File: config.mk
export PLATFORM = sky130hd
export DESIGN_NAME = updown_limit_counter_flat
export DESIGN_NICKNAME = d
export VERILOG_FILES = /design/src/rtl/updown_limit_counter_pkg.sv /design/src/rtl/updown_limit_counter_if.sv /design/src/rtl/updown_limit_counter_core.sv /design/src/rtl/updown_limit_counter.sv /design/src/flat_wrapper.sv
export SDC_FILE = /design/constraint.sdc
export NUM_CORES = 1
export LEC_CHECK = 0
export ABC_AREA = 1
export CAP_MARGIN = 10
export CORE_MARGIN = 5
export CORE_UTILIZATION = 46
export CTS_BUF_LIST = sky130_fd_sc_hd__clkbuf_8
export DETAILED_ROUTE_END_ITERATION = 10
export HOLD_SLACK_MARGIN = 0.06
export PLACE_DENSITY_LB_ADDON = 0.25
export SETUP_SLACK_MARGIN = 0.2
export SYNTH_ARGS = -nofsm -noshare
export SYNTH_HDL_FRONTEND = slang
export SYNTH_SLANG_ARGS = --single-unit
File: constraint.sdc
create_clock -name clk -period 1.48 [get_ports clk]
set_clock_uncertainty 0.05 [all_clocks]
set_input_delay 0.37 -clock clk [delete_from_list [all_inputs] [get_ports clk]]
set_output_delay 0.37 -clock clk [all_outputs]
set_load 0.05 [all_outputs]
File: src/rtl/updown_limit_counter_pkg.sv
// -----------------------------------------------------------------------------
// updown_limit_counter_pkg
//   Shared definitions for the up/down limit counter slice.
//   - DEFAULT_WIDTH : default bit width of count, limit and count_to.
//   - req_e         : decoded count request (hold / increment / decrement).
//   - decode_req()  : turns the raw inc/dec strobes into a req_e. Simultaneous
//                     inc and dec cancel out and decode to a hold.
// -----------------------------------------------------------------------------
package updown_limit_counter_pkg;

  localparam int DEFAULT_WIDTH = 4;

  typedef enum logic [1:0] {
    REQ_HOLD = 2'd0,
    REQ_INC  = 2'd1,
    REQ_DEC  = 2'd2
  } req_e;

  function automatic req_e decode_req(input logic inc, input logic dec);
    req_e r;
    r = REQ_HOLD;
    if (inc && !dec) r = REQ_INC;
    else if (dec && !inc) r = REQ_DEC;
    return r;
  endfunction

endpackage

File: src/rtl/updown_limit_counter_if.sv
// -----------------------------------------------------------------------------
// updown_limit_counter_if
//   Request/status bundle of the up/down limit counter.
//   Requests : count_to, count_inc, count_dec, load_en
//   Status   : count_value, flag_count_max, flag_count_min
//   master modport drives requests and observes status; slave is the counter.
// -----------------------------------------------------------------------------
interface updown_limit_counter_if #(
  parameter int WIDTH = 4
);

  logic [WIDTH-1:0] count_to;
  logic             count_inc;
  logic             count_dec;
  logic             load_en;
  logic [WIDTH-1:0] count_value;
  logic             flag_count_max;
  logic             flag_count_min;

  modport master (
    output count_to, count_inc, count_dec, load_en,
    input  count_value, flag_count_max, flag_count_min
  );

  modport slave (
    input  count_to, count_inc, count_dec, load_en,
    output count_value, flag_count_max, flag_count_min
  );

endinterface

File: src/rtl/updown_limit_counter_core.sv
// -----------------------------------------------------------------------------
// updown_limit_counter_core
//   Count register with saturating increment/decrement and a clamp input.
//   Ports:
//     clk       : clock, rising edge
//     reset_n   : synchronous reset, active-high; clears the count
//     req       : decoded request (hold / inc / dec)
//     limit     : current upper saturation bound
//     clamp_en  : limit load in progress; overrides req this cycle
//     clamp_val : new limit; count is pulled down to it if above
//     cnt       : current count
// -----------------------------------------------------------------------------
module updown_limit_counter_core
  import updown_limit_counter_pkg::*;
#(
  parameter int WIDTH = DEFAULT_WIDTH
) (
  input  logic             clk,
  input  logic             reset_n,
  input  req_e             req,
  input  logic [WIDTH-1:0] limit,
  input  logic             clamp_en,
  input  logic [WIDTH-1:0] clamp_val,
  output logic [WIDTH-1:0] cnt
);

  // Step up only while strictly below the bound: no wrap, and a count equal
  // to the limit (including limit 0) holds.
  function automatic logic [WIDTH-1:0] sat_inc(input logic [WIDTH-1:0] c,
                                               input logic [WIDTH-1:0] lim);
    return (c < lim) ? c + WIDTH'(1) : c;
  endfunction

  function automatic logic [WIDTH-1:0] sat_dec(input logic [WIDTH-1:0] c);
    return (c != '0) ? c - WIDTH'(1) : c;
  endfunction

  function automatic logic [WIDTH-1:0] clamp(input logic [WIDTH-1:0] c,
                                             input logic [WIDTH-1:0] lim);
    return (c > lim) ? lim : c;
  endfunction

  always_ff @(posedge clk) begin
    if (reset_n) begin
      cnt <= '0;
    end else if (clamp_en) begin
      cnt <= clamp(cnt, clamp_val);
    end else begin
      unique case (req)
        REQ_INC: cnt <= sat_inc(cnt, limit);
        REQ_DEC: cnt <= sat_dec(cnt);
        default: cnt <= cnt;
      endcase
    end
  end

endmodule

File: src/rtl/updown_limit_counter.sv
// -----------------------------------------------------------------------------
// updown_limit_counter
//   Saturating up/down counter with a programmable upper limit and terminal
//   flags. Holds the limit register and the flag decode; the count itself
//   lives in updown_limit_counter_core.
//   Ports:
//     clk     : clock, rising edge
//     reset_n : synchronous reset, active-high (count -> 0, limit -> RESET_LIMIT)
//     bus     : slave side of updown_limit_counter_if
//               count_to/load_en load a new limit (and clamp the count),
//               count_inc/count_dec step the count, count_value and the
//               max/min flags are combinational views of the registers.
// -----------------------------------------------------------------------------
module updown_limit_counter
  import updown_limit_counter_pkg::*;
#(
  parameter int               WIDTH       = DEFAULT_WIDTH,
  parameter logic [WIDTH-1:0] RESET_LIMIT = WIDTH'((2 ** WIDTH) - 1)
) (
  input logic                  clk,
  input logic                  reset_n,
  updown_limit_counter_if.slave bus
);

  logic [WIDTH-1:0] limit;
  logic [WIDTH-1:0] cnt;
  req_e             req;

  // A limit load takes the whole cycle: inc/dec are dropped, not deferred.
  assign req = decode_req(bus.count_inc, bus.count_dec);

  always_ff @(posedge clk) begin
    if (reset_n) begin
      limit <= RESET_LIMIT;
    end else if (bus.load_en) begin
      limit <= bus.count_to;
    end
  end

  updown_limit_counter_core #(
    .WIDTH (WIDTH)
  ) u_core (
    .clk       (clk),
    .reset_n   (reset_n),
    .req       (req),
    .limit     (limit),
    .clamp_en  (bus.load_en),
    .clamp_val (bus.count_to),
    .cnt       (cnt)
  );

  // Decoded straight from the registers so flags track count_value exactly.
  // With limit 0 both flags are set together while the count sits at 0.
  assign bus.count_value    = cnt;
  assign bus.flag_count_max = (cnt == limit);
  assign bus.flag_count_min = (cnt == '0);

endmodule

File: src/flat_wrapper.sv
// flat-port wrapper written by rule: the top's interface ports become plain ports
module updown_limit_counter_flat import updown_limit_counter_pkg::*;
#(
  parameter int               WIDTH       = DEFAULT_WIDTH,
  parameter logic [WIDTH-1:0] RESET_LIMIT = WIDTH'((2 ** WIDTH) - 1)
)
  (clk, reset_n, bus_count_to, bus_count_inc, bus_count_dec, bus_load_en, bus_count_value, bus_flag_count_max, bus_flag_count_min);
  updown_limit_counter_if #(.WIDTH(WIDTH)) bus_i ();
  input logic clk;
  input logic reset_n;
  input wire logic [$bits(bus_i.count_to)-1:0] bus_count_to;
  input wire logic [$bits(bus_i.count_inc)-1:0] bus_count_inc;
  input wire logic [$bits(bus_i.count_dec)-1:0] bus_count_dec;
  input wire logic [$bits(bus_i.load_en)-1:0] bus_load_en;
  output wire logic [$bits(bus_i.count_value)-1:0] bus_count_value;
  output wire logic [$bits(bus_i.flag_count_max)-1:0] bus_flag_count_max;
  output wire logic [$bits(bus_i.flag_count_min)-1:0] bus_flag_count_min;
  assign bus_i.count_to = bus_count_to;
  assign bus_i.count_inc = bus_count_inc;
  assign bus_i.count_dec = bus_count_dec;
  assign bus_i.load_en = bus_load_en;
  assign bus_count_value = bus_i.count_value;
  assign bus_flag_count_max = bus_i.flag_count_max;
  assign bus_flag_count_min = bus_i.flag_count_min;
  updown_limit_counter #(.WIDTH(WIDTH), .RESET_LIMIT(RESET_LIMIT)) u_core (.clk(clk), .reset_n(reset_n), .bus(bus_i));
endmodule
==> Word level (Yosys, flattened, before mapping) <==
Index checks and enable logic that the tools add are counted.
{ "totals": {"word_cells": 27, "in_bits": 9, "out_inout_bits": 6, "register_bits": 8} }
{ "classes": {"n_eq_ne": 6, "n_reduce_logical": 8, "magnitude_cmp": 2, "add_sub_neg": 2, "mux": 7} }
{ "ops": {"columns": ["operator", "n"], "rows": [
  ["$mux W4", 4],
  ["$pmux W4 S2", 1],
  ["$ne A3 B3 Y1 const B", 2],
  ["$add A4 B1 Y4 const B", 1],
  ["$eq A4 B4 Y1", 1],
  ["$gt A4 B4 Y1", 1],
  ["$logic_not A4 Y1", 1],
  ["$lt A4 B4 Y1", 1],
  ["$mux W2", 2],
  ["$reduce_and A4 Y1", 1],
  ["$reduce_bool A4 Y1", 1],
  ["$sub A4 B1 Y4 const B", 1],
  ["$reduce_bool A3 Y1", 1],
  ["$eq A2 B1 Y1 const B", 1],
  ["$eq A2 B2 Y1 const B", 1],
  ["$logic_and A1 B1 Y1", 2],
  ["$logic_not A1 Y1", 2],
  ["$ne A2 B1 Y1 const B", 1]
]} }

==> Depth between registers and ports, before layout <==
{ "logic_depth": {"ltp_word": 7, "ltp_mapped": 13} }

==> Modules after synthesis <==
From an unflattened synthesis, not the netlist that was laid out.
{ "hier_totals": {"hier_cells": 135, "area_unflattened_um2": 809.5} }
{ "modules_own_cells": {"columns": ["module", "cells_per_inst", "area_per_inst_um2", "seq_area_each_um2", "n_inst"], "rows": [
  ["updown_limit_counter_core", 99, 589.3, 80.1, 1],
  ["updown_limit_counter", 36, 220.2, 80.1, 1]
]} }

==> Least setup slack after synthesis <==
OpenSTA, ideal clock, no wires.
{ "synth_path": {"path_type": "register to output", "from": "register u_core.u_core.cnt[0]", "to": "output bus_flag_count_max", "arrival_ns": 1.859, "stages_incl_launch_ff": 5, "n_path_buf": 0, "required_time_ns": 1.060, "path_slack_ns": -0.799, "path_cell_list": "dfxtp_1 > inv_1 > ha_1 > nand2_1 > nor2_1"} }
{ "synth_between": {"elab_chain_cells": 1} }
{ "synth_lines": {"columns": ["element", "line", "source"], "rows": [
  ["start, declared", "updown_limit_counter_core.sv:24", "output logic [WIDTH-1:0] cnt"],
  ["start signal, assigned", "updown_limit_counter_core.sv:47", "cnt <= clamp(cnt, clamp_val);"],
  ["start signal, assigned", "updown_limit_counter_core.sv:50", "REQ_INC: cnt <= sat_inc(cnt, limit);"],
  ["start signal, assigned", "updown_limit_counter_core.sv:51", "REQ_DEC: cnt <= sat_dec(cnt);"],
  ["$eq A4 B4 Y1", "updown_limit_counter.sv:55", "assign bus.flag_count_max = (cnt == limit);"],
  ["end, declared", "flat_wrapper.sv:16", "output wire logic [$bits(bus_i.flag_count_max)-1:0] bus_flag_count_max;"]
]} }
No other way between the ends.

==> Worst setup path after layout <==
{ "layout_path": {"from": "input bus_count_inc", "to": "register u_core.u_core.cnt[3]"} }
{ "layout_between": {"elab_chain_cells": 7} }
{ "layout_lines": {"columns": ["element", "line", "source"], "rows": [
  ["start, declared", "flat_wrapper.sv:12", "input wire logic [$bits(bus_i.count_inc)-1:0] bus_count_inc;"],
  ["$logic_not A1 Y1", "updown_limit_counter_pkg.sv:23", "else if (dec && !inc) r = REQ_DEC;"],
  ["$logic_and A1 B1 Y1", "updown_limit_counter_pkg.sv:23", null],
  ["$mux W2", "updown_limit_counter_pkg.sv:23", null],
  ["$mux W2 *", "updown_limit_counter_pkg.sv:22", "if (inc && !dec) r = REQ_INC;"],
  ["$eq A2 B2 Y1 / $eq A2 B1 Y1 (equally long branches)", "updown_limit_counter_core.sv:49", "unique case (req)"],
  ["$ne A3 B3 Y1 (no source line) (tied with other cells)", null, null],
  ["$reduce_and A4 Y1 (no source line) / $mux W4 (equally long branches)", null, null],
  ["end signal, assigned", "updown_limit_counter_core.sv:50", null],
  ["end signal, assigned", "updown_limit_counter_core.sv:51", null],
  ["end signal, assigned", "updown_limit_counter_core.sv:52", "default: cnt <= cnt;"]
]} }
Every way passes the cells marked *; elsewhere a longest branch is shown, timed or not.
A chain may end at the register's enable or synchronous reset.

==> summary.md <==
| Metric | Value |
|---|---|
| Status | `finished, violations left` |
| Failing checks | `negative setup slack` |
| Post-layout net count | `169` |
| Leakage power | `0.668 nW` |
| WL final | `2990 um` |
| Largest family of logic cells by synthesized area | `simple AND/OR/NAND/NOR gates` |
| Clock buffer depth | `2` |
| Count of input and output buffers | `14` |
| Number of storage elements in the synthesis netlist | `8` |
| Min-Delay Path Class | `flip-flop to flip-flop` |
| Gate power share | `59.3%` |
| Htree depth | `1` |
| CTS tree | `built` |
| Internal power | `0.801 mW` |
| Final Hold Fails | `0` |
| Clock-pin slew on the worst setup and hold paths | `40 ps` |
| Grt ovf | `0` |
| Pwr Density | `1020 mW/mm2` |
| Max incr delay on CP | `280 ps` |
| XOR/XNOR share of the synthesized area | `1.25%` |
| Cell variety after synth | `19` |
| Non-Filler Instances | `163` |
| Sw Ratio | `41.4%` |
| Final setup fails | `6` |
| Synthesized area | `703 um2` |
| Mux share of post-synthesis cell area | `0%` |
| Placed Cells | `150` |
| RePlAce Congestion | `0.816` |
| Slowest CP cell | `dlygate4sd2_1` |
| Synthesis Warnings | `0` |
| Setup TNS | `-870 ps` |
| DR pass1 iterations | `4` |
| Via/cell ratio | `5.55` |
| Standard-cell rows | `14` |
| Pin count of the biggest net entering global routing | `9` |
| Clock power frac | `20.0%` |
| Die Y | `49.1 um` |
| Clk sink count | `8` |
| Crit path DAT | `1740 ps` |
| RSZ-0062 raised after global routing | `true` |
| Worst Tran Pin Value | `293 ps` |
| Setup WS pre-CTS | `-640 ps` |
| FMAX | `600 MHz` |
| Vias in the first global route | `988` |
| Post-Synthesis Cells | `109` |
| Seq/Total Area, Yosys | `22.8%` |
| Adder-Cell Fraction of Synth Area | `20.6%` |
| Syn nets | `129` |
| Slew Limit Fails | `0` |
| Via Count | `904` |
| Final worst setup slack | `-186 ps` |
| DRC | `0` |
| Hpwl dp | `1560 um` |
| DRT iter0 DRCs | `41` |
| Seq pwr share | `20.6%` |
| Tcrit/Tclk final | `113%` |
| Setup CP Type | `input port to flip-flop` |
| Initial antenna violation count | `0` |
| Final ANT Viol Nets | `0` |
| ANT cells | `0` |
| Die Area | `0.00241 mm2` |
| Most frequent CP cell | `nand2_1` |
| Root Driver | `clkbuf_8` |
| NetSw | `0.566 mW` |
| Io pins | `15` |
| Critical Path Start Type | `input port` |
| Compound-Gate Fraction of Synth Area | `8.01%` |
| Crit Path Max Fanout | `3` |
| Peak VDD IR | `0.946 mV` |
| Routed length per instance | `18.3 um` |
| Clk_lat worst skew | `230 ps` |
| Syn Area/Cell | `6.45 um2` |
| Critical Path RT | `1550 ps` |
| First-pass GRT wire length | `4520 um` |
| Share of cells above drive strength 1 | `57.8%` |
| P&R area growth vs syn | `91.3%` |
| Final min period | `1670 ps` |
| Max-slew headroom | `80.5%` |
| Simple-gate share of the synthesized area | `34.9%` |
| Die extent in x | `49.1 um` |
| CTS Hold Bufs | `0` |
| Total track usage | `23.7%` |
| Nature of the critical path endpoint | `flip-flop` |
| Core Footprint | `0.00147 mm2` |
| Fillers | `63` |
| Max_cap viols | `0` |
| Total CTS buffers | `3` |
| CP Cell Sequence | `dlygate4sd2_1 -> nor2_4 -> ha_1 -> nand3_2 -> nor2b_4 -> nand2_1 -> nand3_1 -> nand2_1 -> nor2_1 -> nor2_2` |
| Initial Util | `47.8%` |
## repair_timing
action                     in CTS  in global routing
setup endpoints to repair       8                 10
gates resized for setup        24                 18
buffers inserted                8                  2
pin swaps                       8                 10
gates cloned                    0                  0
## cells in the mapped netlist (all sizes together)
| cell | n | area share [%] |
|---|---|---|
| nand2 | 36 | 21 |
| nor2b | 1 | 0.89 |
| nand3 | 7 | 5.0 |
| o211ai | 3 | 3.2 |
| dfxtp | 8 | 23 |
| buf | 1 | 0.71 |
| inv | 22 | 12 |
| a21oi | 3 | 2.7 |
| xor2 | 1 | 1.2 |
| ha | 10 | 18 |
| fa | 1 | 2.8 |
| nor2 | 13 | 8.4 |
| o21ai | 3 | 2.1 |
## per-stage QoR
stage                     instance area (um2)  util (%)  power, mW  hold slack, ps
final                                    1350      91.4       1.37             455
after global routing                     1350      91.4       1.43             493
after CTS                                1280      87.1       1.26             457
after detailed placement                 1160      79.0      0.921             472
after global placement                   1160      79.0      0.898             450
after floorplan                           857         -      0.672             433
## critical path: cells and delay by family
kind / cells / cell delay (ps)
and+or+nand+nor: 8 / 820
adders and majority gates: 1 / 270
buffers and inverters: 1 / 280
## layout make-up
cell class	count	area, um2	share of cell area [%]
repair buffers	36	368	27.3
clock buffers	3	41.3	3.07
well taps	16	20.0	1.49
inverters	22	98.8	7.35
multi-input cells	78	641	47.6
flip-flops and latches	8	176	13.1
## final timing paths
path	startpoint	end	slack, ps	depth (start not counted)
worst max-delay path	bus_count_inc	u_core.u_core.cnt[3]	-190	10
worst min-delay path	u_core.limit[3]	u_core.limit[3]	460	2
worst min register to register	u_core.limit[3]	u_core.limit[3]	460	2
worst max register to register	u_core.u_core.cnt[1]	u_core.u_core.cnt[3]	-130	9
## registers in the layout (all words and copies together) (netlist names)
signal / flops
u_core.limit: 4
u_core.u_core.cnt: 4
## power by group through the flow
stage	Sequential [mW]	Combinational, mW	Clock (mW)
floorplan	0.352	0.320	0
global placement	0.307	0.591	0
detailed placement	0.308	0.612	0
CTS	0.278	0.720	0.263
global route	0.284	0.864	0.281
finish	0.282	0.811	0.274
## cell families (layout without fill, tap and decap cells)
family | Yosys count | after routing
adders and majority gates | 11 | 11
buffers and inverters | 23 | 61
AOI/OAI and AO/OA | 9 | 9
xor gates and xnor gates | 1 | 1
DFF | 8 | 8
and+or+nand+nor | 57 | 57
## cell usage in the layout, fill, tap and decap left out
cell              n
a21oi_1           2
a21oi_2           1
buf_12            6
buf_2             1
buf_4            18
buf_6             4
clkbuf_8          3
clkdlybuf4s50_1   1
clkinvlp_4        1
dfxtp_1           3
dfxtp_2           1
dfxtp_4           4
dlygate4sd2_1     6
fa_2              1
ha_1              1
ha_2              1
ha_4              8
inv_1             9
inv_2            10
inv_6             1
inv_8             1
nand2_1          23
nand2_2          10
nand2_4           3
nand3_1           3
nand3_2           4
nor2_1            7
nor2_2            4
nor2_4            2
nor2b_4           1
o211ai_1          3
o21ai_0           2
o21ai_1           1
xor2_1            1
## per-layer routing
| metal | up-vias | global-route usage, % | wire (um) |
|---|---|---|---|
| li1 | 411 | - | - |
| met1 | 428 | 24.9 | 1050 |
| met2 | 54 | 44.2 | 1590 |
| met3 | 11 | 6.12 | 231 |
| met4 | 0 | 8.52 | 117 |
| met5 | - | 0 | 0 |
No activity file was read; power rests on OpenSTA's default activity.
